`src/rtl/vmul_pkg.sv`:
```
// Shared types and helpers for the vector multiply issue sequencer.
package vmul_pkg;

    // Sequencer states.
    typedef enum logic [1:0] {
        IDLE  = 2'd0,
        ISSUE = 2'd1,
        DRAIN = 2'd2
    } state_t;

    // Element width encodings carried on sew.
    localparam logic [1:0] SEW_8  = 2'd0;
    localparam logic [1:0] SEW_16 = 2'd1;
    localparam logic [1:0] SEW_32 = 2'd2;
    localparam logic [1:0] SEW_64 = 2'd3;

    // Widest vl the helpers accept; narrower vl fields are zero-extended.
    localparam int VL_MAX_WIDTH = 16;

    // Beat count and tail byte count of one command.
    typedef struct packed {
        logic [VL_MAX_WIDTH-1:0] n;
        logic [2:0]              tail;
    } beat_info_t;

    // bytes = vl << sew; n = ceil(bytes / 8); tail = bytes mod 8.
    function automatic beat_info_t beat_count(input logic [VL_MAX_WIDTH-1:0] vl,
                                              input logic [1:0] sew);
        logic [VL_MAX_WIDTH+2:0] bytes;
        beat_info_t              res;
        bytes    = {3'b000, vl} << sew;
        res.tail = bytes[2:0];
        res.n    = bytes[VL_MAX_WIDTH+2:3] + {{(VL_MAX_WIDTH-1){1'b0}}, |bytes[2:0]};
        return res;
    endfunction

    // Byte enables of the last beat: low 'tail' bytes, or all bytes when tail is 0.
    function automatic logic [7:0] tail_mask(input logic [2:0] tail);
        logic [7:0] m;
        if (tail == 3'd0) m = 8'hFF;
        else              m = (8'd1 << tail) - 8'd1;
        return m;
    endfunction

endpackage

```
`src/rtl/vmul_seq_if.sv`:
```
// Command, VRF read, multiplier control, writeback and status signals of vmul_seq.
// Handshake: a command transfers on a clk edge where req_valid and req_ready are both
// high; req_* must be stable while req_valid is high; req_valid without req_ready is
// ignored and nothing downstream ever stalls the sequencer.
interface vmul_seq_if #(
    parameter int ADDR_WIDTH  = 5,
    parameter int VL_WIDTH    = 11,
    parameter int SEW_WIDTH   = 2,
    parameter int OPSEL_WIDTH = 2,
    parameter int BE_WIDTH    = 8
) ();
    import vmul_pkg::*;

    logic                   req_valid;
    logic                   req_ready;
    logic [VL_WIDTH-1:0]    req_vl;
    logic [SEW_WIDTH-1:0]   req_sew;
    logic [OPSEL_WIDTH-1:0] req_opsel;
    logic [ADDR_WIDTH-1:0]  req_vs1;
    logic [ADDR_WIDTH-1:0]  req_vs2;
    logic [ADDR_WIDTH-1:0]  req_vd;
    logic                   rd_en;
    logic [ADDR_WIDTH-1:0]  rd_addr_a;
    logic [ADDR_WIDTH-1:0]  rd_addr_b;
    logic                   mul_valid;
    logic [SEW_WIDTH-1:0]   mul_sew;
    logic [OPSEL_WIDTH-1:0] mul_opsel;
    logic                   wb_en;
    logic [ADDR_WIDTH-1:0]  wb_addr;
    logic [BE_WIDTH-1:0]    wb_be;
    logic                   busy;
    logic                   done;
    logic                   err;
    state_t                 state;

    // Sequencer side.
    modport slave (
        input  req_valid, req_vl, req_sew, req_opsel, req_vs1, req_vs2, req_vd,
        output req_ready, rd_en, rd_addr_a, rd_addr_b, mul_valid, mul_sew, mul_opsel,
        output wb_en, wb_addr, wb_be, busy, done, err, state
    );

    // Command issuer / observer side.
    modport master (
        output req_valid, req_vl, req_sew, req_opsel, req_vs1, req_vs2, req_vd,
        input  req_ready, rd_en, rd_addr_a, rd_addr_b, mul_valid, mul_sew, mul_opsel,
        input  wb_en, wb_addr, wb_be, busy, done, err, state
    );

endinterface

```
`src/rtl/vmul_wb_delay.sv`:
```
// Fixed-depth shift register carrying writeback tags alongside the multiply pipeline.
module vmul_wb_delay #(
    parameter int DEPTH      = 5,
    parameter int ADDR_WIDTH = 5,
    parameter int BE_WIDTH   = 8
) (
    input  logic                  clk,
    input  logic                  clr,
    input  logic                  in_valid,
    input  logic [ADDR_WIDTH-1:0] in_addr,
    input  logic [BE_WIDTH-1:0]   in_be,
    input  logic                  in_last,
    output logic                  out_valid,
    output logic [ADDR_WIDTH-1:0] out_addr,
    output logic [BE_WIDTH-1:0]   out_be,
    output logic                  out_last
);
    localparam int W = 1 + ADDR_WIDTH + BE_WIDTH + 1;

    logic [W-1:0] stage [DEPTH];

    // Shift one stage per cycle; clear drops every tag in flight.
    always_ff @(posedge clk) begin
        if (clr) begin
            for (int i = 0; i < DEPTH; i++) stage[i] <= '0;
        end else begin
            stage[0] <= {in_valid, in_addr, in_be, in_last};
            for (int i = 1; i < DEPTH; i++) stage[i] <= stage[i-1];
        end
    end

    assign {out_valid, out_addr, out_be, out_last} = stage[DEPTH-1];

endmodule

```
`src/rtl/vmul_seq.sv`:
```
// Issue sequencer: splits a multiply command into 64-bit beats, streams VRF reads,
// drives the multiplier controls and retires tagged writebacks after PIPE_LAT.
module vmul_seq
    import vmul_pkg::*;
#(
    parameter int DATA_WIDTH    = 64,
    parameter int ADDR_WIDTH    = 5,
    parameter int VL_WIDTH      = 11,
    parameter int SEW_WIDTH     = 2,
    parameter int OPSEL_WIDTH   = 2,
    parameter int PIPE_LAT      = 4,
    parameter int ENABLE_64_BIT = 1
) (
    input  logic      clk,
    input  logic      rst,
    vmul_seq_if.slave bus
);
    localparam int BE_WIDTH = DATA_WIDTH / 8;
    // One extra stage covers the VRF read cycle ahead of the multiplier.
    localparam int DEPTH    = PIPE_LAT + 1;

    state_t                 state, state_next;
    logic [SEW_WIDTH-1:0]   sew_q;
    logic [OPSEL_WIDTH-1:0] opsel_q;
    logic [ADDR_WIDTH-1:0]  vs1_q, vs2_q, vd_q;
    logic [VL_WIDTH-1:0]    n_q, idx_q;
    logic [2:0]             tail_q;
    logic                   mul_valid_q, short_done_q, err_q;

    beat_info_t             info;
    logic                   ready, handshake, illegal, n_zero, last_beat, issue, busy;
    logic [ADDR_WIDTH-1:0]  beat_off;
    logic                   dly_valid, dly_last;
    logic [ADDR_WIDTH-1:0]  dly_addr;
    logic [BE_WIDTH-1:0]    dly_be;

    assign info      = beat_count(VL_MAX_WIDTH'(bus.req_vl), 2'(bus.req_sew));
    assign n_zero    = (info.n == '0);
    assign illegal   = (ENABLE_64_BIT == 0) && (2'(bus.req_sew) == SEW_64);
    assign ready     = (state == IDLE) && !rst;
    assign handshake = bus.req_valid && ready;
    assign last_beat = (idx_q == n_q - VL_WIDTH'(1));
    assign beat_off  = ADDR_WIDTH'(idx_q);

    // State register.
    always_ff @(posedge clk) begin
        if (rst) state <= IDLE;
        else     state <= state_next;
    end

    // Next state plus read strobe and busy flag.
    always_comb begin
        state_next = state;
        issue      = 1'b0;
        busy       = 1'b1;
        case (state)
            IDLE: begin
                busy = 1'b0;
                if (handshake && !illegal && !n_zero) state_next = ISSUE;
            end
            ISSUE: begin
                issue = 1'b1;
                if (last_beat) state_next = DRAIN;
            end
            DRAIN: begin
                if (dly_valid && dly_last) state_next = IDLE;
            end
            default: state_next = IDLE;
        endcase
    end

    // Command latch, beat counter and the one-cycle pulses of commands with no beats.
    always_ff @(posedge clk) begin
        if (rst) begin
            sew_q        <= '0;
            opsel_q      <= '0;
            vs1_q        <= '0;
            vs2_q        <= '0;
            vd_q         <= '0;
            n_q          <= '0;
            tail_q       <= '0;
            idx_q        <= '0;
            mul_valid_q  <= 1'b0;
            short_done_q <= 1'b0;
            err_q        <= 1'b0;
        end else begin
            mul_valid_q  <= issue;
            short_done_q <= handshake && (illegal || n_zero);
            err_q        <= handshake && illegal;
            if (handshake) begin
                sew_q   <= bus.req_sew;
                opsel_q <= bus.req_opsel;
                vs1_q   <= bus.req_vs1;
                vs2_q   <= bus.req_vs2;
                vd_q    <= bus.req_vd;
                n_q     <= info.n[VL_WIDTH-1:0];
                tail_q  <= info.tail;
                idx_q   <= '0;
            end else if (issue) begin
                idx_q <= idx_q + VL_WIDTH'(1);
            end
        end
    end

    vmul_wb_delay #(
        .DEPTH      (DEPTH),
        .ADDR_WIDTH (ADDR_WIDTH),
        .BE_WIDTH   (BE_WIDTH)
    ) u_wb_delay (
        .clk       (clk),
        .clr       (rst),
        .in_valid  (issue),
        .in_addr   (issue ? vd_q + beat_off : '0),
        .in_be     (issue ? (last_beat ? tail_mask(tail_q) : '1) : '0),
        .in_last   (issue && last_beat),
        .out_valid (dly_valid),
        .out_addr  (dly_addr),
        .out_be    (dly_be),
        .out_last  (dly_last)
    );

    assign bus.req_ready = ready;
    assign bus.rd_en     = issue;
    assign bus.rd_addr_a = issue ? vs1_q + beat_off : '0;
    assign bus.rd_addr_b = issue ? vs2_q + beat_off : '0;
    assign bus.mul_valid = mul_valid_q;
    assign bus.mul_sew   = busy ? sew_q : '0;
    assign bus.mul_opsel = busy ? opsel_q : '0;
    assign bus.wb_en     = dly_valid;
    assign bus.wb_addr   = dly_addr;
    assign bus.wb_be     = dly_be;
    assign bus.busy      = busy;
    assign bus.done      = (dly_valid && dly_last) || short_done_q;
    assign bus.err       = err_q;
    assign bus.state     = state;

endmodule

```
`src/flat_wrapper.sv`:
```
// flat-port wrapper written by rule: the top's interface ports become plain ports
module vmul_seq_flat import vmul_pkg::*;
#(
    parameter int DATA_WIDTH    = 64,
    parameter int ADDR_WIDTH    = 5,
    parameter int VL_WIDTH      = 11,
    parameter int SEW_WIDTH     = 2,
    parameter int OPSEL_WIDTH   = 2,
    parameter int PIPE_LAT      = 4,
    parameter int ENABLE_64_BIT = 1
)
  (clk, rst, bus_req_valid, bus_req_vl, bus_req_sew, bus_req_opsel, bus_req_vs1, bus_req_vs2, bus_req_vd, bus_req_ready, bus_rd_en, bus_rd_addr_a, bus_rd_addr_b, bus_mul_valid, bus_mul_sew, bus_mul_opsel, bus_wb_en, bus_wb_addr, bus_wb_be, bus_busy, bus_done, bus_err, bus_state);
  vmul_seq_if #(.ADDR_WIDTH(ADDR_WIDTH), .VL_WIDTH(VL_WIDTH), .SEW_WIDTH(SEW_WIDTH), .OPSEL_WIDTH(OPSEL_WIDTH)) bus_i ();
  input  logic clk;
  input  logic rst;
  input wire logic [$bits(bus_i.req_valid)-1:0] bus_req_valid;
  input wire logic [$bits(bus_i.req_vl)-1:0] bus_req_vl;
  input wire logic [$bits(bus_i.req_sew)-1:0] bus_req_sew;
  input wire logic [$bits(bus_i.req_opsel)-1:0] bus_req_opsel;
  input wire logic [$bits(bus_i.req_vs1)-1:0] bus_req_vs1;
  input wire logic [$bits(bus_i.req_vs2)-1:0] bus_req_vs2;
  input wire logic [$bits(bus_i.req_vd)-1:0] bus_req_vd;
  output wire logic [$bits(bus_i.req_ready)-1:0] bus_req_ready;
  output wire logic [$bits(bus_i.rd_en)-1:0] bus_rd_en;
  output wire logic [$bits(bus_i.rd_addr_a)-1:0] bus_rd_addr_a;
  output wire logic [$bits(bus_i.rd_addr_b)-1:0] bus_rd_addr_b;
  output wire logic [$bits(bus_i.mul_valid)-1:0] bus_mul_valid;
  output wire logic [$bits(bus_i.mul_sew)-1:0] bus_mul_sew;
  output wire logic [$bits(bus_i.mul_opsel)-1:0] bus_mul_opsel;
  output wire logic [$bits(bus_i.wb_en)-1:0] bus_wb_en;
  output wire logic [$bits(bus_i.wb_addr)-1:0] bus_wb_addr;
  output wire logic [$bits(bus_i.wb_be)-1:0] bus_wb_be;
  output wire logic [$bits(bus_i.busy)-1:0] bus_busy;
  output wire logic [$bits(bus_i.done)-1:0] bus_done;
  output wire logic [$bits(bus_i.err)-1:0] bus_err;
  output wire logic [$bits(bus_i.state)-1:0] bus_state;
  assign bus_i.req_valid = bus_req_valid;
  assign bus_i.req_vl = bus_req_vl;
  assign bus_i.req_sew = bus_req_sew;
  assign bus_i.req_opsel = bus_req_opsel;
  assign bus_i.req_vs1 = bus_req_vs1;
  assign bus_i.req_vs2 = bus_req_vs2;
  assign bus_i.req_vd = bus_req_vd;
  assign bus_req_ready = bus_i.req_ready;
  assign bus_rd_en = bus_i.rd_en;
  assign bus_rd_addr_a = bus_i.rd_addr_a;
  assign bus_rd_addr_b = bus_i.rd_addr_b;
  assign bus_mul_valid = bus_i.mul_valid;
  assign bus_mul_sew = bus_i.mul_sew;
  assign bus_mul_opsel = bus_i.mul_opsel;
  assign bus_wb_en = bus_i.wb_en;
  assign bus_wb_addr = bus_i.wb_addr;
  assign bus_wb_be = bus_i.wb_be;
  assign bus_busy = bus_i.busy;
  assign bus_done = bus_i.done;
  assign bus_err = bus_i.err;
  assign bus_state = bus_i.state;
  vmul_seq #(.DATA_WIDTH(DATA_WIDTH), .ADDR_WIDTH(ADDR_WIDTH), .VL_WIDTH(VL_WIDTH), .SEW_WIDTH(SEW_WIDTH), .OPSEL_WIDTH(OPSEL_WIDTH), .PIPE_LAT(PIPE_LAT), .ENABLE_64_BIT(ENABLE_64_BIT)) u_core (.clk(clk), .rst(rst), .bus(bus_i));
endmodule
```
`config.mk`:
```
export PLATFORM = sky130hd
export DESIGN_NAME = vmul_seq_flat
export DESIGN_NICKNAME = d
export VERILOG_FILES = /design/src/rtl/vmul_pkg.sv /design/src/rtl/vmul_seq_if.sv /design/src/rtl/vmul_wb_delay.sv /design/src/rtl/vmul_seq.sv /design/src/flat_wrapper.sv
export SDC_FILE = /design/constraint.sdc
export NUM_CORES = 1
export LEC_CHECK = 0
export BUFFER_PORTS_ARGS = -buffer_cell sky130_fd_sc_hd__buf_2
export CAP_MARGIN = 20
export CORE_ASPECT_RATIO = 1.25
export CORE_UTILIZATION = 40
export DETAILED_ROUTE_END_ITERATION = 8
export SLEW_MARGIN = 20
export SYNTH_ARGS = -nofsm -noshare
export SYNTH_HDL_FRONTEND = slang
export SYNTH_SLANG_ARGS = --single-unit
```
`constraint.sdc`:
```
create_clock -name clk -period 5.9 [get_ports clk]
set_input_delay 1.18 -clock clk [delete_from_list [all_inputs] [get_ports clk]]
set_output_delay 1.18 -clock clk [all_outputs]
set_load 0.02 [all_outputs]
```
After elaboration in Yosys (flattened, before gate mapping)
Memory sizes are Yosys's and may differ from the RTL's.
Index checks and enable logic that the tools add are counted.
{"block": "op_classes", "addsub": 7, "n_eq_ne": 6, "shift": 2, "mux": 22, "bitwise": 5, "n_reduce_logical": 15}
{"operator": "$mux W15", "count": 5}
{"operator": "$mux W8", "count": 3}
{"operator": "$shl A11 B2 Y19", "count": 1}
{"operator": "$add A16 B1 Y16", "count": 1}
{"operator": "$logic_not A16 Y1", "count": 1}
{"operator": "$add A5 B5 Y5", "count": 3}
{"operator": "$mux W5", "count": 3}
{"operator": "$add A11 B1 Y11 const B", "count": 1}
{"operator": "$eq A11 B11 Y1", "count": 1}
{"operator": "$sub A11 B1 Y11 const B", "count": 1}
{"operator": "$mux W2", "count": 5}
{"operator": "$shl A1 B3 Y8 const A", "count": 1}
{"operator": "$sub A8 B1 Y8 const B", "count": 1}
{"operator": "$logic_and A1 B1 Y1", "count": 6}
{"operator": "$pmux W2 S3", "count": 1}
{"operator": "$mux W1", "count": 5}
{"operator": "$or A1 B1 Y1", "count": 5}
{"operator": "$ne A2 B1 Y1 const B", "count": 2}
{"operator": "$logic_not A3 Y1", "count": 1}
{"operator": "$reduce_and A3 Y1", "count": 1}
{"operator": "$reduce_or A3 Y1", "count": 1}
{"operator": "$eq A2 B1 Y1 const B", "count": 1}
{"operator": "$eq A2 B2 Y1 const B", "count": 1}
{"operator": "$logic_not A1 Y1", "count": 2}
{"operator": "4 further kinds", "count": 4}
{"block": "totals", "reg_bits": 48, "ram_bits": 75, "in_bits": 33, "out_inout_bits": 36, "elab_cells": 69, "mem_count": 1}
{"name": "u_core.u_wb_delay.stage", "words": 5, "width": 15, "rd": 5, "rd_ports_with_merged_regs": 0, "wr": 5, "line_no": "vmul_wb_delay.sv:20", "rtl": "logic [W-1:0] stage [DEPTH];"}

Depth between registers and ports, before layout
Gate-level depths: netlist of the first run.
{"block": "logic_depth", "depth_word": 8, "depth_mapped": 16, "ltp_nobuf": 12}

By module
A second synthesis of the first run with hierarchy kept.
{"block": "unflattened", "cells_unflattened": 606, "area_unflattened_um2": 5525.3}
{"module": "vmul_seq", "n_inst": 1, "cells_per_inst": 435, "area_per_inst_um2": 3379.5, "seq_area_each_um2": 960.9}
{"module": "vmul_wb_delay", "n_inst": 1, "cells_per_inst": 171, "area_per_inst_um2": 2145.8, "seq_area_each_um2": 1501.4}

Least setup slack after synthesis of the first run
No wires, ideal clock.
{"block": "synth_path", "path_kind": "in2reg", "startpoint": "input port bus_req_sew[0]", "endpoint": "register u_core.state[0], in the netlist u_core.bus.state[0]", "setup_time_ns": 0.135, "t_arrival_ns": 3.831, "required_time_ns": 5.765, "path_slack_ns": 1.935, "path_stages": 14, "path_buffers": 2, "cell_sequence": "clkbuf_1 clkbuf_1 mux2_2 nand2_1 o21ai_0 ha_1 ha_1 nand4b_1 a211oi_1 o32ai_1 o221ai_1 nand2b_1 nor4_2 o22ai_1"}
{"block": "synth_via", "elab_chain_cells": 8}
{"element": "start, declared", "line_no": "flat_wrapper.sv:18", "rtl": "input wire logic [$bits(bus_i.req_sew)-1:0] bus_req_sew;"}
{"element": "$shl A11 B2 Y19 *", "line_no": "vmul_pkg.sv:31", "rtl": "bytes = {3'b000, vl} << sew;"}
{"element": "$reduce_or A3 Y1", "line_no": "vmul_pkg.sv:33", "rtl": "res.n = bytes[VL_MAX_WIDTH+2:3] + {{(VL_MAX_WIDTH-1){1'b0}}, |bytes[2:0]};"}
{"element": "$add A16 B1 Y16 *", "line_no": "vmul_pkg.sv:33"}
{"element": "$logic_not A16 Y1 *", "line_no": "vmul_seq.sv:38", "rtl": "assign n_zero = (info.n == '0);"}
{"element": "$logic_not A1 Y1 *", "line_no": "vmul_seq.sv:59", "rtl": "if (handshake && !illegal && !n_zero) state_next = ISSUE;"}
{"element": "$logic_and A1 B1 Y1 *", "line_no": "vmul_seq.sv:59"}
{"element": "$ne A2 B2 Y1 (no source line) *"}
{"element": "$reduce_and A3 Y1 (no source line) *"}
{"element": "end signal, assigned", "line_no": "vmul_seq.sv:48", "rtl": "else state <= state_next;"}
{"element": "end, declared", "line_no": "vmul_seq.sv:22", "rtl": "state_t state, state_next;"}
Mark *: on every way between the ends. The rest lies on a longest branch, timed or not.
A chain may end at the register's enable or synchronous reset.

Final worst setup path of the first run
Same ends and word-level chain as after synthesis.

==> impl_metrics.yaml, run 1 <==
synthesis:
  synthFlopType: "dfxtp_1"
  synthMuxAreaShare_pct: 3.21
  async_flop_share_pct: 0
  synth_xor_area_share_pct: 6.01
  synth_fa_ha_area_share_pct: 4.80
  yosysWarningCount: 0
  synth_top_family_by_area: "simple AND/OR/NAND/NOR gates"
  synth_edf_count: 0
  synthesis.nets: 680
  synthDistinctLibCells: 68
  netlist_area_um2: 5690
  yosys.area_share.simple_pct: 26.4
  syn_avg_cell_area_um2: 9.07
  synth_compound_area_share_pct: 10.6
  synthCells: 627
  synth-seq-cells: 122
  ys_seq_area_share_pct: 42.9
floorplan:
  pin_count: 69
  die_x_um: 109
  dieArea_um2: 14700
  core_um2: 13900
  num_rows: 48
  start_util_pct: 41.0
  die_height_um: 135
grt:
  grt_pass1_vias: 4018
  antenna_found_initial: 0
  grt_usage_pct: 16.8
  grt_max_degree: 76
  grt_pass1_wl_mm: 19.2
  grt-ovfl-total: 0
clocking:
  cts_root_buffer: "clkbuf_16"
  cts_made_buffers: 17
  clk_pin_slew_worst_paths_ns: 0.06
  clk_path_buf_depth: 2
  htreeDepth: 4
  cts_tree: "yes"
  post_cts_resized: 0
  postCtsHoldBufs: 0
  clkSinkCount: 122
  postCtsSetupRepairBufs: 0
  clkLatencyLatePin_ns: 0.40
placement:
  dp.cells: 821
  place_ws_ns: 1.54
  gp_congestion: 0.833
  io_buffer_count: 67
  hpwl_mm: 8.00
timing:
  hold_viol_final: 0
  max_freq_mhz: 251
  slew_headroom_pct: 55.9
  worst_clock_skew_ns: 0.00546
  fin_crit_sh_pct: 67.5
  rsz0062_at_grt: "no"
  tns_ns: 0
  setup_slack_ns: 1.92
  worst_slew_pin_slew_ns: 0.659
  slew_viol_final: 0
  setup_viol: 0
  period_needed_ns: 3.98
layout:
  final_cells: 853
  drive_gt1_share_pct: 17.1
  final_nets: 718
  final_common_cell: "dfxtp_1"
  mostFrequentLayoutCells: "dfxtp_1, buf_2, nand2_1"
  regArea_um2: 2440
  syn_to_final_growth_pct: 15.6
  fillers: 1346
  multi_input_area_um2: 2910
  insertedDiodeCount: 0
routing:
  drcViolationCount: 0
  drtIter0Drc: 160
  vias: 4301
  drtPass1Iterations: 4
  avgRoutedWirePerCell_um: 13.5
  finalWirelength_mm: 11.5
  via_per_inst: 5.04
  ant_nets: 0
power_and_ir_drop:
  power.total_mw: 2.15
  p_leak_nw: 2.81
  power.share.clock_pct: 46.8
  switching_share_pct: 25.5
  power.switching_uw: 548
  p_per_area_nw_per_um2: 327
  max-vdd-ir-drop_uv: 228
  comb_power_share_pct: 12.0
  p_int_mw: 1.60
  seq_power_share_pct: 41.2
worst_setup_path:
  cpMaxStageDelayCell: "clkinv_1"
  cp_cell_sequence: "buf_2, clkinv_1, o21ai_0, o21ai_0, ha_1, ha_1, nand4b_1, a211oi_1, o32ai_1, o221ai_1, nand2b_1, nor4_2, o22ai_1"
  cp_top_family: "compound AO/OA/AOI/OAI gates"
  worstSetupStartpointType: "primary input"
  slowest_delay_ns: 0.52
  end_kind: "flop"
  rrSetupSlack_ns: 3.42
  critPathKind: "primary input to flop"
  path_buf_inv: 2
  critPathMaxFanout: 22
  cp_data_arrival_time_ns: 4.25
  cp.required_ns: 6.16
min_path:
  hold_class: "flop to flop"
run:
  maxCapViolCount: 0
outcome:
  outcome: "complete, no violations"
## worst reg2reg max path: cells and delay by family (launching register included)
kind | cells | cell delay, ns
DFF | 1 | 0.33
buffers and inverters | 1 | 0.08
AOI/OAI and AO/OA | 2 | 0.43
and+or+nand+nor | 5 | 1.24
adders and majority gates | 1 | 0.25
## power by group through the flow
stage	combinational, mW	sequential, mW	clock (mW)
after floorplan	0.201	0.894	0
after global placement	0.252	0.901	0
after detailed placement	0.258	0.902	0
after CTS	0.259	0.885	1.03
after global routing	0.288	0.889	1.08
final	0.257	0.885	1.01
## per-stage QoR
step | hold slack [ns] | util, % | area, µm²
floorplan | 0.414 | - | 5690
global placement | 0.416 | 43.2 | 5990
detailed placement | 0.422 | 43.2 | 5990
CTS | 0.429 | 47.4 | 6570
global route | 0.442 | 47.4 | 6570
finish | 0.427 | 47.4 | 6570
## Yosys cell counts, types with 3 or more instances
cell type	n	share of area [%]
nor4_1	3	0.33
nor2_1	40	2.6
nor3_1	4	0.35
xor2_1	16	2.5
fa_1	3	1.1
ha_1	17	3.7
nand2_1	66	4.4
a21o_1	7	0.92
nand2b_1	7	0.77
nand3b_1	29	3.8
clkbuf_1	27	1.8
nand4_1	7	0.77
inv_1	14	0.92
a31oi_1	7	0.77
mux2_2	7	1.4
or4_1	4	0.53
and2_1	8	0.88
mux2i_1	9	1.6
o21ai_0	19	1.7
buf_4	15	2.0
buf_2	5	0.44
o31ai_1	7	0.92
and3_1	7	0.77
xnor2_1	23	3.5
dfxtp_1	122	43
a211oi_1	4	0.53
buf_6	3	0.59
nand3_1	19	1.7
nor2b_1	65	7.2
a21oi_1	15	1.3
## worst paths after layout
kind	startpoint	endpoint	cells after the start
worst max-delay path	bus_req_sew[0]	u_core.bus.state[0]$_SDFFE_PP0P_	13
worst min-delay path	u_core.u_wb_delay.stage[0][34]$_SDFF_PP0_	u_core.u_wb_delay.stage[0][49]$_SDFF_PP0_	1
worst max register to register	u_core.n_q[0]$_SDFFE_PP0P_	u_core.u_wb_delay.stage[0][2]$_SDFF_PP0_	9
worst min register to register	u_core.u_wb_delay.stage[0][34]$_SDFF_PP0_	u_core.u_wb_delay.stage[0][49]$_SDFF_PP0_	1
## per-layer routing
layer / GRT usage (%) / wire [µm]
met1: 19.7 / 5240
met2: 28.0 / 5550
met3: 4.67 / 411
met4: 7.73 / 291
met5: 0 / 0
## flip-flops by register name, indices dropped and copies added (netlist names)
name / count
u_core.vs2_q: 5
u_core.sew_q: 2
u_core.vd_q: 5
u_core.bus.state: 2
u_core.short_done_q: 1
u_core.tail_q: 3
u_core.n_q: 11
u_core.idx_q: 11
u_core.u_wb_delay.stage: 75
u_core.opsel_q: 2
u_core.vs1_q: 5
## final cells by class
cell class                 count  area share (%)
clock buffer                  20            6.80
clock inverter                12            2.11
inverter                      16           0.914
multi-input combinational    438            44.2
sequential                   122            37.2
tap                          175            3.33
timing repair buffer          70            5.44
## cells by family after synthesis
kind of cell               after synthesis
buffers and inverters                   67
xor gates and xnor gates                39
and+or+nand+nor                        273
muxes                                   17
DFF                                    122
adders and majority gates               20
other                                    1
AOI/OAI and AO/OA                       88
Power figures use the tool's default switching activity.
==> inputs of run 2 (changes only) <==
- clock period: 5.9 -> 3.25 ns (I/O delays scaled with it)
==> run 2 against run 1 <==
Against the previous run:
- via count is 3.2% higher
- global-route usage rose by 0.61 points
- worst setup slack worse by 1.5 ns
- flip-flop and latch count unchanged
- sequential share of layout area is 0.41 points lower
- critical path type is now flop to output port
- sequential power up 82%
- clock skew increased by 0.0017 ns
- routed wire length up 4.1%
- core utilization grew 0.53 points
- register-to-register slack worse by 2.7 ns
- combinational power increased by 89%
==> impl_metrics.yaml, run 2 (same netlist as run 1, synthesis figures left out) <==
outcome:
  outcome: "complete, no violations"
floorplan:
  dieArea_um2: 14700
  die_x_um: 109
  num_rows: 48
  start_util_pct: 41.0
  core_um2: 13900
  pin_count: 69
  die_height_um: 135
layout:
  drive_gt1_share_pct: 18.9
  mostFrequentLayoutCells: "dfxtp_1, buf_2, nand2_1"
  largest_register_ffs: 75
  final_common_cell: "dfxtp_1"
  insertedDiodeCount: 0
  reg.largest.list: "u_core.u_wb_delay.stage: 75 flops, u_core.idx_q: 11 flops, u_core.n_q: 11 flops"
  final_nets: 729
  regMostFlops: "u_core.u_wb_delay.stage"
  fillers: 1339
  syn_to_final_growth_pct: 16.9
grt:
  grt_pass1_wl_mm: 19.8
  grt_pass1_vias: 4163
  grt_max_degree: 51
  grt-ovfl-total: 0
  antenna_found_initial: 0
  grt_usage_pct: 17.4
clocking:
  clkLatencyLatePin_ns: 0.41
  post_cts_resized: 0
  cts_root_buffer: "clkbuf_16"
  clk_pin_slew_worst_paths_ns: 0.06
  clkSinkCount: 122
  htreeDepth: 4
  postCtsSetupRepairBufs: 0
  cts_tree: "yes"
  postCtsHoldBufs: 0
  cts_made_buffers: 17
  clk_path_buf_depth: 2
min_path:
  hold_class: "primary input to flop"
  worstHoldEndpoint: "u_core.opsel_q[1]$_SDFFE_PP0P_"
  min-delay-start: "bus_req_opsel[1]"
  hold_depth: 3
timing:
  hold-worst-slack_ns: 0.424
  rsz0062_at_grt: "no"
  max_freq_mhz: 347
  fin_crit_sh_pct: 88.6
  slew_viol_final: 0
  period_needed_ns: 2.88
  tns_ns: 0
  worst_clock_skew_ns: 0.00721
  slew_headroom_pct: 61.3
  setup_viol: 0
  hold_viol_final: 0
  worst_slew_pin_slew_ns: 0.580
placement:
  io_buffer_count: 67
  gp_congestion: 0.799
  hpwl_mm: 8.57
worst_setup_path:
  worstSetupStartpointType: "flop"
  end_kind: "output port"
  rrSetupSlack_ns: 0.71
  slowest_delay_ns: 0.42
  critPathKind: "flop to output port"
  timing.rr.end: "u_core.u_wb_delay.stage[0][6]$_SDFF_PP0_"
  r2r_cells: 9
  cp.required_ns: 2.60
  cpMaxStageDelayCell: "dfxtp_1"
  reg2reg_from: "u_core.n_q[0]$_SDFFE_PP0P_"
  critPathMaxFanout: 7
  cp_data_arrival_time_ns: 2.23
  path_buf_inv: 1
  cp_top_family: "adder cells"
  cp_cell_sequence: "ha_1, fa_1, a21o_1, a21oi_1, xnor2_1, nor2_1, buf_2"
routing:
  avgRoutedWirePerCell_um: 13.8
  vias: 4437
  finalWirelength_mm: 12.0
  via_per_inst: 5.14
  drtPass1Iterations: 4
  drcViolationCount: 0
  ant_nets: 0
  drtIter0Drc: 214
power_and_ir_drop:
  max-vdd-ir-drop_uv: 385
  p_leak_nw: 2.87
  p_per_area_nw_per_um2: 583
run:
  maxCapViolCount: 0
==> run 2: changes by cell type in the layout (fill, tap and decap cells not counted), sizes merged <==
cell | previous run | this run
bufinv | 2 | 0
buf | 70 | 81
clkinvlp | 4 | 2
inv | 18 | 25
clkbuf | 20 | 17
==> run 2: metal layers <==
metal / vias up / share of wire (%) / GRT usage (%)
met5: - / 0 / 0
met4: 0 / 2.0 / 8.26
met3: 16 / 3.6 / 3.56
met2: 93 / 49 / 28.9
met1: 2098 / 45 / 21.2
li1: 2230 / - / -
==> run 2: how the worst max path moves through the flow <==
stage / from / to / slack, ns / cells after the start
global placement: bus_req_sew[0] / u_core.bus.state[0]$_SDFFE_PP0P_ / 0.18 / 13
finish: u_core.idx_q[0]$_SDFFE_PP0P_ / bus_rd_addr_a[4] / 0.37 / 7
global route: u_core.idx_q[0]$_SDFFE_PP0P_ / bus_rd_addr_a[4] / 0.25 / 7
floorplan: bus_req_sew[1] / u_core.bus.state[0]$_SDFFE_PP0P_ / 0.03 / 16
CTS: u_core.idx_q[0]$_SDFFE_PP0P_ / bus_rd_addr_a[4] / 0.33 / 7
detailed placement: bus_req_sew[0] / u_core.bus.state[0]$_SDFFE_PP0P_ / 0.08 / 13
==> run 2: worst reg2reg max path, stage by stage (launching register included) <==
cell and delay, ns:
dfxtp_1 0.34, inv_1 0.09, ha_1 0.26, nor4b_2 0.50, nand2_1 0.14, o311ai_0 0.34, nor2_1 0.12, nand4bb_2 0.34
nor2_2 0.17, a21oi_1 0.08
==> run 2: power by group <==
| part | switching [mW] | internal, mW |
|---|---|---|
| clock network | 0.767 | 1.02 |
| logic | 0.282 | 0.202 |
| registers | 0.0475 | 1.56 |
==> run 2: stage by stage <==
step / instances / setup slack [ns] / total power, mW / utilization, % / cell area (µm²)
after floorplan: 627 / 0.0297 / 1.99 / - / 5690
after global placement: 832 / 0.177 / 2.11 / 43.8 / 6070
after detailed placement: 832 / 0.0813 / 2.12 / 43.8 / 6070
after CTS: 864 / 0.327 / 3.92 / 47.9 / 6650
after global routing: 864 / 0.247 / 4.05 / 47.9 / 6650
final: 864 / 0.371 / 3.88 / 47.9 / 6650
==> run 2: final cells by class <==
class                      instances  area, µm²  share of cell area, %
clock buffer                      17        425                   6.40
clock inverter                    15        149                   2.24
inverter                          16       60.1                  0.904
multi-input combinational        438       2910                   43.8
sequential                       122       2440                   36.7
tap                              175        219                   3.29
timing repair buffer              81        440                   6.63
